$ cat src/rtl/booth_pkg.sv
// Shared types and sizing helpers for the radix-4 Booth sequencer.
// Holds the FSM state enum, the Booth digit encoding, default sizing
// localparams and the window-to-digit decode used by the encoder.
package booth_pkg;

    typedef enum logic [1:0] {
        IDLE = 2'd0,
        RUN  = 2'd1,
        DONE = 2'd2
    } state_t;

    // Bit 2 marks a negative digit, bit 1 marks a doubled magnitude.
    typedef enum logic [2:0] {
        ZERO = 3'b000,
        POS1 = 3'b001,
        POS2 = 3'b010,
        NEG1 = 3'b101,
        NEG2 = 3'b110
    } digit_t;

    // Sizing at the default operand width.
    localparam int DEF_WIDTH = 16;
    localparam int ITER      = DEF_WIDTH / 2;
    localparam int CNT_W     = $clog2(ITER);

    // Sizing for an arbitrary even width >= 4.
    function automatic int iter_of(input int width);
        return width / 2;
    endfunction

    function automatic int cnt_w_of(input int width);
        return $clog2(width / 2);
    endfunction

    // Window is {B[2i+1], B[2i], B[2i-1]}.
    function automatic digit_t booth_decode(input logic [2:0] win);
        case (win)
            3'b001, 3'b010: return POS1;
            3'b011:         return POS2;
            3'b100:         return NEG2;
            3'b101, 3'b110: return NEG1;
            default:        return ZERO;
        endcase
    endfunction

endpackage

$ cat src/rtl/booth_r4_encoder.sv
// Purpose: turn one radix-4 Booth window into a sign-extended, shifted partial product.
// Latency: purely combinational.
// Ports: win (3-bit window), a (multiplicand), neg_a (-A at WIDTH+1 bits), shift (digit index), pp (2*WIDTH partial product).
module booth_r4_encoder
    import booth_pkg::*;
#(
    parameter int WIDTH = 16,
    parameter int CW    = 3
) (
    input  logic [2:0]         win,
    input  logic [WIDTH-1:0]   a,
    input  logic [WIDTH:0]     neg_a,
    input  logic [CW-1:0]      shift,
    output logic [2*WIDTH-1:0] pp
);

    // One guard bit beyond WIDTH+1: -2A for A = -2^(WIDTH-1) equals +2^WIDTH,
    // which only fits as a positive value at WIDTH+2 signed bits.
    localparam int MW = WIDTH + 2;

    logic [MW-1:0]      mag;
    logic [2*WIDTH-1:0] ext;
    logic [CW:0]        sh2;

    always_comb begin
        mag = '0;
        case (booth_decode(win))
            POS1:    mag = {{2{a[WIDTH-1]}}, a};
            POS2:    mag = {a[WIDTH-1], a, 1'b0};
            NEG1:    mag = {neg_a[WIDTH], neg_a};
            NEG2:    mag = {neg_a, 1'b0};
            default: mag = '0;
        endcase
        ext = {{(2*WIDTH-MW){mag[MW-1]}}, mag};
        sh2 = {shift, 1'b0};
        pp  = ext << sh2;
    end

endmodule

$ cat src/rtl/booth_r4_sequencer.sv
// Purpose: radix-4 Booth multiply sequencer feeding an external adder (acc_o + pp_o -> sum_i).
// Latency: WIDTH/2 cycles from accepted start to done; start held in DONE restarts immediately.
// Ports: start/a_i/b_i request (ignored while busy), acc_o/pp_o/sum_i adder loop, busy/done/product status.
module booth_r4_sequencer
    import booth_pkg::*;
#(
    parameter int WIDTH = 16
) (
    input  logic               clk,
    input  logic               rst_n,
    input  logic               start,
    input  logic [WIDTH-1:0]   a_i,
    input  logic [WIDTH-1:0]   b_i,
    output logic [2*WIDTH-1:0] acc_o,
    output logic [2*WIDTH-1:0] pp_o,
    input  logic [2*WIDTH-1:0] sum_i,
    output logic               busy,
    output logic               done,
    output logic [2*WIDTH-1:0] product
);

    localparam int             N_ITER  = iter_of(WIDTH);
    localparam int             CW      = cnt_w_of(WIDTH);
    localparam logic [CW-1:0]  LAST    = CW'(N_ITER - 1);
    localparam logic [CW-1:0]  CNT_ONE = CW'(1);
    localparam logic [WIDTH:0] ONE     = (WIDTH+1)'(1);

    state_t state_q, state_d;
    logic   accept;
    logic   last;

    logic [WIDTH-1:0]   a_q;
    logic [WIDTH-1:0]   b_q;
    logic [WIDTH:0]     neg_a_q;
    logic [2*WIDTH-1:0] acc_q;
    logic [2*WIDTH-1:0] product_q;
    logic [CW-1:0]      cnt_q;

    logic [WIDTH:0]     b_ext;
    logic [WIDTH:0]     b_sh;
    logic [2:0]         win;
    logic [2*WIDTH-1:0] pp;

    // Appending B[-1]=0 lets window i start at bit 2i of b_ext.
    assign b_ext = {b_q, 1'b0};
    assign b_sh  = b_ext >> {cnt_q, 1'b0};
    assign win   = b_sh[2:0];

    booth_r4_encoder #(
        .WIDTH (WIDTH),
        .CW    (CW)
    ) u_enc (
        .win   (win),
        .a     (a_q),
        .neg_a (neg_a_q),
        .shift (cnt_q),
        .pp    (pp)
    );

    always_ff @(posedge clk or negedge rst_n) begin
        if (!rst_n) begin
            state_q <= IDLE;
        end else begin
            state_q <= state_d;
        end
    end

    always_comb begin
        state_d = state_q;
        accept  = 1'b0;
        last    = 1'b0;
        case (state_q)
            IDLE: begin
                if (start) begin
                    accept  = 1'b1;
                    state_d = RUN;
                end
            end
            RUN: begin
                if (cnt_q == LAST) begin
                    last    = 1'b1;
                    state_d = DONE;
                end
            end
            DONE: begin
                if (start) begin
                    accept  = 1'b1;
                    state_d = RUN;
                end else begin
                    state_d = IDLE;
                end
            end
            default: state_d = IDLE;
        endcase
    end

    always_ff @(posedge clk or negedge rst_n) begin
        if (!rst_n) begin
            a_q       <= '0;
            b_q       <= '0;
            neg_a_q   <= '0;
            acc_q     <= '0;
            product_q <= '0;
            cnt_q     <= '0;
        end else if (accept) begin
            a_q     <= a_i;
            b_q     <= b_i;
            // Negation at WIDTH+1 bits so -(-2^(WIDTH-1)) stays exact.
            neg_a_q <= ~{a_i[WIDTH-1], a_i} + ONE;
            acc_q   <= '0;
            cnt_q   <= '0;
        end else if (state_q == RUN) begin
            acc_q <= sum_i;
            cnt_q <= cnt_q + CNT_ONE;
            if (last) begin
                product_q <= sum_i;
            end
        end
    end

    assign busy    = (state_q == RUN);
    assign done    = (state_q == DONE);
    assign pp_o    = busy ? pp : '0;
    assign acc_o   = acc_q;
    assign product = product_q;

endmodule
$ cat config.mk
export PLATFORM = sky130hd
export DESIGN_NAME = booth_r4_sequencer
export DESIGN_NICKNAME = d
export VERILOG_FILES = /design/src/rtl/booth_pkg.sv /design/src/rtl/booth_r4_encoder.sv /design/src/rtl/booth_r4_sequencer.sv
export SDC_FILE = /design/constraint.sdc
export NUM_CORES = 1
export LEC_CHECK = 0
export CAP_MARGIN = 20
export CORE_AREA = 2 2 131 133
export CTS_CLUSTER_SIZE = 12
export DETAILED_ROUTE_END_ITERATION = 6
export DIE_AREA = 0 0 133 135
export PLACE_DENSITY = 0.77
export SYNTH_ARGS = -nofsm -noshare
export SYNTH_HDL_FRONTEND = slang
export SYNTH_HIERARCHICAL = 1
export SYNTH_SLANG_ARGS = --single-unit
$ cat constraint.sdc
create_clock -name clk -period 5.38 [get_ports clk]
set_input_delay 0.538 -clock clk [delete_from_list [all_inputs] [get_ports clk]]
set_output_delay 0.538 -clock clk [all_outputs]
set_load 0.005 [all_outputs]
### Yosys cells after proc, flatten, opt, wreduce, memory -nomap -nowiden

Index checks and enable logic that the tools add are counted.

| cells by class | value |
|---|---|
| $add $sub $neg | 2 |
| equal/unequal tests | 15 |
| shift-type cells | 2 |
| multiplexer cells | 15 |
| bitwise gates (word level) | 2 |
| reduce and logical (&&, ||, !) cells | 7 |

Operator list:

| cell | number |
|---|---|
| 32-bit two-way mux | 3 |
| 18-bit one-hot mux with 4 select lines | 1 |
| 32-bit by 4-bit << shifter with 32-bit output | 1 |
| 3-bit equality test (second input constant) | 6 |
| 17-bit by 1-bit adder with 17-bit output (second input constant) | 1 |
| 17-bit inverter | 1 |
| 17-bit by 4-bit >> shifter with 3-bit output | 1 |
| 3-bit one-hot mux with 4 select lines | 1 |
| 3-bit by 2-bit equality test with 1-bit output (second input constant) | 3 |
| 3-bit by 1-bit equality test with 1-bit output (second input constant) | 2 |
| 3-bit two-way mux | 2 |
| 2-bit one-hot mux with 3 select lines | 1 |
| 2-bit OR reduction | 3 |
| 1-bit two-way mux | 5 |
| 2-bit two-way mux | 2 |
| 3-bit by 1-bit adder with 3-bit output (second input constant) | 1 |
| 3-bit AND reduction | 1 |
| 2-bit by 1-bit equality test with 1-bit output (second input constant) | 1 |
| 2-bit equality test (second input constant) | 1 |
| 2-bit logical NOT | 1 |
| 2-bit by 1-bit inequality test with 1-bit output (second input constant) | 1 |
| 2-bit inequality test (second input constant) | 1 |
| 2-bit AND reduction | 1 |
| 2-bit nonzero test | 1 |
| 1-bit inverter | 1 |

| word-level totals | value |
|---|---|
| register bits after elaboration | 118 |
| input bits | 67 |
| output and inout bits | 98 |
| word-level logic and storage cells | 50 |

### Depth between registers and ports, before layout

| depth | value |
|---|---|
| word-level depth | 8 |
| gate-level depth with buffers | 16 |
| gate-level depth less buffers | 14 |

### Modules after synthesis

Netlist, hierarchy kept.

Modules (own cells, without submodules):

| module | instances | cells an instance | area each (um^2) | sequential area each (um^2) |
|---|---|---|---|---|
| booth_r4_sequencer | 1 | 434 | 4,933.5 | 2,927.8 |
| booth_r4_encoder | 1 | 231 | 1,565.3 | 0.0 |

### Worst setup path after synthesis

Ideal clock, no wire load.

| path | value |
|---|---|
| path type | flip-flop to output port |
| from | reg cnt_q[0] |
| to | out pp_o[10] |
| arrival time | 3.419 ns |
| required time | 4.842 ns |
| setup slack | 1.423 ns |
| cell stages (with the launch flop) | 15 |
| buffers on the path | 2 |
| path through | dfrtp_1 -> buf_2 -> mux4_2 -> mux2_2 -> nand2b_1 -> o22a_1 -> inv_1 -> ha_1 -> buf_6 -> a22oi_1 -> mux4_2 -> and2_1 -> a311o_1 -> a21oi_2 -> and2_1 |

| on the way | value |
|---|---|
| cells in the longest elaborated chain, start to end | 8 |
| elaborated cells between the ends (all ways) | 17 |
| classes of those cells | 10 x eq/ne; 2 x shift; 3 x mux; 2 x reduce/logical |

Ends and longest elaborated chain:

| item | line | source |
|---|---|---|
| from (decl) | booth_r4_sequencer.sv:37 | `logic [CW-1:0] cnt_q;` |
| from (signal assigned) | booth_r4_sequencer.sv:114 | `cnt_q <= cnt_q + CNT_ONE;` |
| 17-bit by 4-bit >> shifter with 3-bit output * | booth_r4_sequencer.sv:46 | `assign b_sh = b_ext >> {cnt_q, 1'b0};` |
| net b_sh[1] | booth_r4_sequencer.sv:40 | `logic [WIDTH:0] b_sh;` |
| 3-bit equality test (tied with other cells) | booth_pkg.sv:37 | `case (win)` |
| 2-bit OR reduction | booth_pkg.sv:37 |  |
| 3-bit one-hot mux with 4 select lines * | booth_pkg.sv:37 |  |
| 3-bit equality test (tied with other cells) | booth_r4_encoder.sv:27 | `case (booth_decode(win))` |
| 18-bit one-hot mux with 4 select lines * | booth_r4_encoder.sv:27 |  |
| 32-bit by 4-bit << shifter with 32-bit output * | booth_r4_encoder.sv:36 | `pp = ext << sh2;` |
| net pp[10] | booth_r4_sequencer.sv:42 | `logic [2*WIDTH-1:0] pp;` |
| 32-bit two-way mux * | booth_r4_sequencer.sv:123 | `assign pp_o = busy ? pp : '0;` |
| to (decl) | booth_r4_sequencer.sv:15 | `output logic [2*WIDTH-1:0] pp_o,` |

The timed path passes the listed nets; every way through them passes the cells marked *.

### Worst setup path in the final report

Same ends and word-level chain as after synthesis.

==> run_results.csv <==
group,metric,value,unit
critical_path,rrSetupSlack,3.01,ns
sta,max_clock_freq,194,MHz
yosys,seq_area_frac_synth,0.451,
global_route,first_global_vias,5536,
global_route,grt_usage,0.202,
sta,final.setup.tns,0,ns
floorplanning,dieHeight,135,µm
sta,hold_viol_final,0,
pwr,peakVddDrop,0.000608,V
finish,area_delta_synth_final,37.5,%
clocking,cts_tree,"done",
yosys,avgSynthCellArea,9.77,µm²
pwr,pwr-share-seq,0.216,
critical_path,cp_top_family,"multiplexers",
pwr,power,7.54,mW
sta,rsz0062_at_grt,"false",
yosys,syn_area,6500,µm²
pwr,clkPwrFrac,0.159,
status,status,"complete, no violations",
floorplanning,die_w,133,µm
global_route,grt_pass1_wl,28.9,mm
sta,holdWs,0.214,ns
yosys,async_reset_ff_frac,1.00,
pwr,sw_frac_of_total,0.422,
critical_path,endpoint_kind,"output port",
floorplanning,core-area,16400,µm²
pwr,power_density,843,nW/µm²
sta,fin_crit_sh,0.957,
sta,finalClockSkew,0.0131,ns
critical_path,path_cells,"mux4_2 -> mux2_2 -> nand2b_1 -> o22a_1 -> inv_1 -> ha_1 -> buf_4 -> a22oi_1 -> mux4_2 -> and2_1 -> a311o_1 -> a21oi_2 -> and2_1 -> clkdlybuf4s50_1",
critical_path,crit_arrival,4.61,ns
floorplanning,rows,47,
critical_path,cp.required,4.84,ns
floorplanning,io_pins,165,
floorplanning,initial_core_util,0.396,
finish,num_antenna_cells,0,
yosys,synth_seq_cells,117,
clocking,post-cts-setup-buffer-count,0,
clocking,clockBufferDepth,2,
yosys,ys_types,62,
yosys,syn_nets,737,
clocking,cts_root_buffer,"clkbuf_16",
pwr,power_frac_comb,0.625,
clocking,htree_num_levels,4,
place,place.port_buffers,164,
run,max_cap_viol_count,0,
detailed_routing,drc,0,
clocking,clock_latency,0.41,ns
detailed_routing,via_per_inst,5.41,
critical_path,critPathBufInv,3,
sta,worstMarginPinSlew,1.02,ns
global_route,antenna_found_initial,0,
global_route,grt_overflow,0,
yosys,synth-main-ff-cell,"dfrtp_1",
detailed_routing,vias,5668,
yosys,synthCells,665,
critical_path,start_kind,"flop",
floorplanning,die_area,18000,µm²
finish,finalInstanceArea,8930,µm²
detailed_routing,antenna_left,0,
clocking,cts_buffers,17,
pwr,switchingPower,3.18,mW
hold_path,hold_class,"in2async",
place,dpl.hpwl,12.8,mm
place,gp_congestion,0.954,
critical_path,cpPeakStageDelay,0.54,ns
global_route,grt_max_degree,63,
finish,drive_gt1_frac,0.129,
place,post_dp_cell_area,8300,µm²
critical_path,crit_slowest_cell,"mux4_2",
pwr,p_int,4.36,mW
detailed_routing,wl,17.9,mm
detailed_routing,drt_iter0_drc,349,
sta,slew_viol_final,0,
yosys,yosysWarnings,6,
critical_path,path_class,"reg2out",
pwr,leakage,3.72,nW
clocking,cts.clk_slew.worst_paths,0.05,ns
clocking,cts_sinks,117,
sta,setup_viol,0,
critical_path,crit_path_max_fanout,33,
finish,final_nets,888,
yosys,synth_edf_count,0,
detailed_routing,post_drt_wl_per_cell,17.1,µm
sta,slew_headroom,0.320,
detailed_routing,dr.pass1.iters,6,
sta,period_minus_slack,5.15,ns
==> cells by family after synthesis <==
| logic type | share of synthesized area |
|---|---|
| compound gates | 0.162 |
| xor+xnor | 0.0148 |
| fa+ha+maj | 0.00963 |
| buf+inv | 0.0395 |
| flops | 0.451 |
| mux | 0.137 |
| simple gates | 0.186 |
==> per-stage QoR <==
step,std cells,utilization,setup WS (ns)
floorplan,665,-,1.42
global placement,1016,0.506,0.735
detailed placement,1016,0.506,0.614
CTS,1047,0.544,0.166
global route,1048,0.544,0.0221
finish,1048,0.544,0.230
==> flip-flops by register name (all words and copies together) (netlist names) <==
name	cells
acc_o	32
product	32
a_q	16
b_q	16
neg_a_q	16
cnt_q	3
state_q	2
==> worst reg2reg max path, cell delays in order, from the launching register on <==
cell and delay [ns]:
dfrtp_1 0.41, nand2b_1 0.12, clkinv_1 0.64, nand2_1 0.26
buf_4 0.43, mux2_2 0.41
==> path summary, 6_finish.rpt <==
kind / depth (start not counted) / end / startpoint
max: 14 / pp_o[10] / cnt_q[0]
min: 1 / product[17] / rst_n
max reg2reg: 5 / product[29] / state_q[0]
min reg2reg: 2 / b_q[14] / b_q[14]
max in group asynchronous: 2 / acc_o[30] / rst_n
min in group clk: 2 / b_q[14] / b_q[14]
==> cells in the mapped netlist, types with 3 or more instances <==
master	n	area (µm²)
nor4_1	5	31.3
nand2b_1	5	31.3
nor2_1	22	82.6
a21oi_1	5	25.0
buf_6	3	33.8
xnor2_1	8	70.1
mux2i_1	18	180
buf_2	10	50.1
nor2b_1	3	18.8
clkbuf_1	31	116
or3_1	3	18.8
mux2_2	43	484
nor3_1	9	45.0
o22ai_1	8	50.1
nand2_1	157	589
inv_1	9	33.8
ha_1	5	62.6
a31oi_1	3	18.8
o22a_1	3	26.3
a221o_1	3	30.0
nand3_1	9	45.0
and2_1	38	238
mux4_2	9	203
o21ai_1	5	25.0
o21ai_0	27	135
xor2_1	3	26.3
a211oi_1	3	22.5
o31a_1	3	26.3
dfrtp_1	117	2930
a22o_1	34	298
a22oi_1	23	173
o221ai_1	3	26.3
==> repair_timing <==
item | CTS | global route
resized for setup | 0 | 1
endpoints found under the setup margin | 0 | 13
hold buffers | 0 | 0
==> layout by cell type (no fill, tap or decap), types with 9 or more instances in the layout <==
cell type          n
nor2_1            21
buf_4             14
dfrtp_1          117
nor3_1             9
clkbuf_16         17
clkdlybuf4s50_1  163
and2_1            38
nand3_1            9
mux4_2             9
mux2_2            43
inv_1              9
nand2_1          157
mux2i_1           18
o21ai_0           26
a22o_1            34
a22oi_1           23
==> power by group through the flow <==
stage	registers, mW	clock network [mW]	logic (mW)
CTS	1.63	1.21	4.66
finish	1.63	1.19	4.71
floorplan	1.58	0	3.00
global route	1.69	1.25	5.11
detailed placement	1.63	0	4.63
global placement	1.63	0	4.59
==> final cells by class <==
| type | count | area, µm² |
|---|---|---|
| Clock buffer | 23 | 478 |
| Clock inverter | 8 | 148 |
| Fill cell | 1423 | 7470 |
| Inverter | 11 | 41.3 |
| Multi-Input combinational cell | 491 | 3320 |
| Sequential cell | 117 | 2930 |
| Tap cell | 220 | 275 |
| Timing Repair Buffer | 178 | 1740 |
==> metal layers <==
| layer | GRT usage | vias up | part of all wire |
|---|---|---|---|
| met3 | 0.0724 | 24 | 0.092 |
| met5 | 0 | - | 0 |
| met1 | 0.250 | 2712 | 0.42 |
| met4 | 0.0735 | 0 | 0.018 |
| met2 | 0.328 | 260 | 0.47 |
| li1 | - | 2672 | - |
No activity file was read; power rests on OpenSTA's default activity.
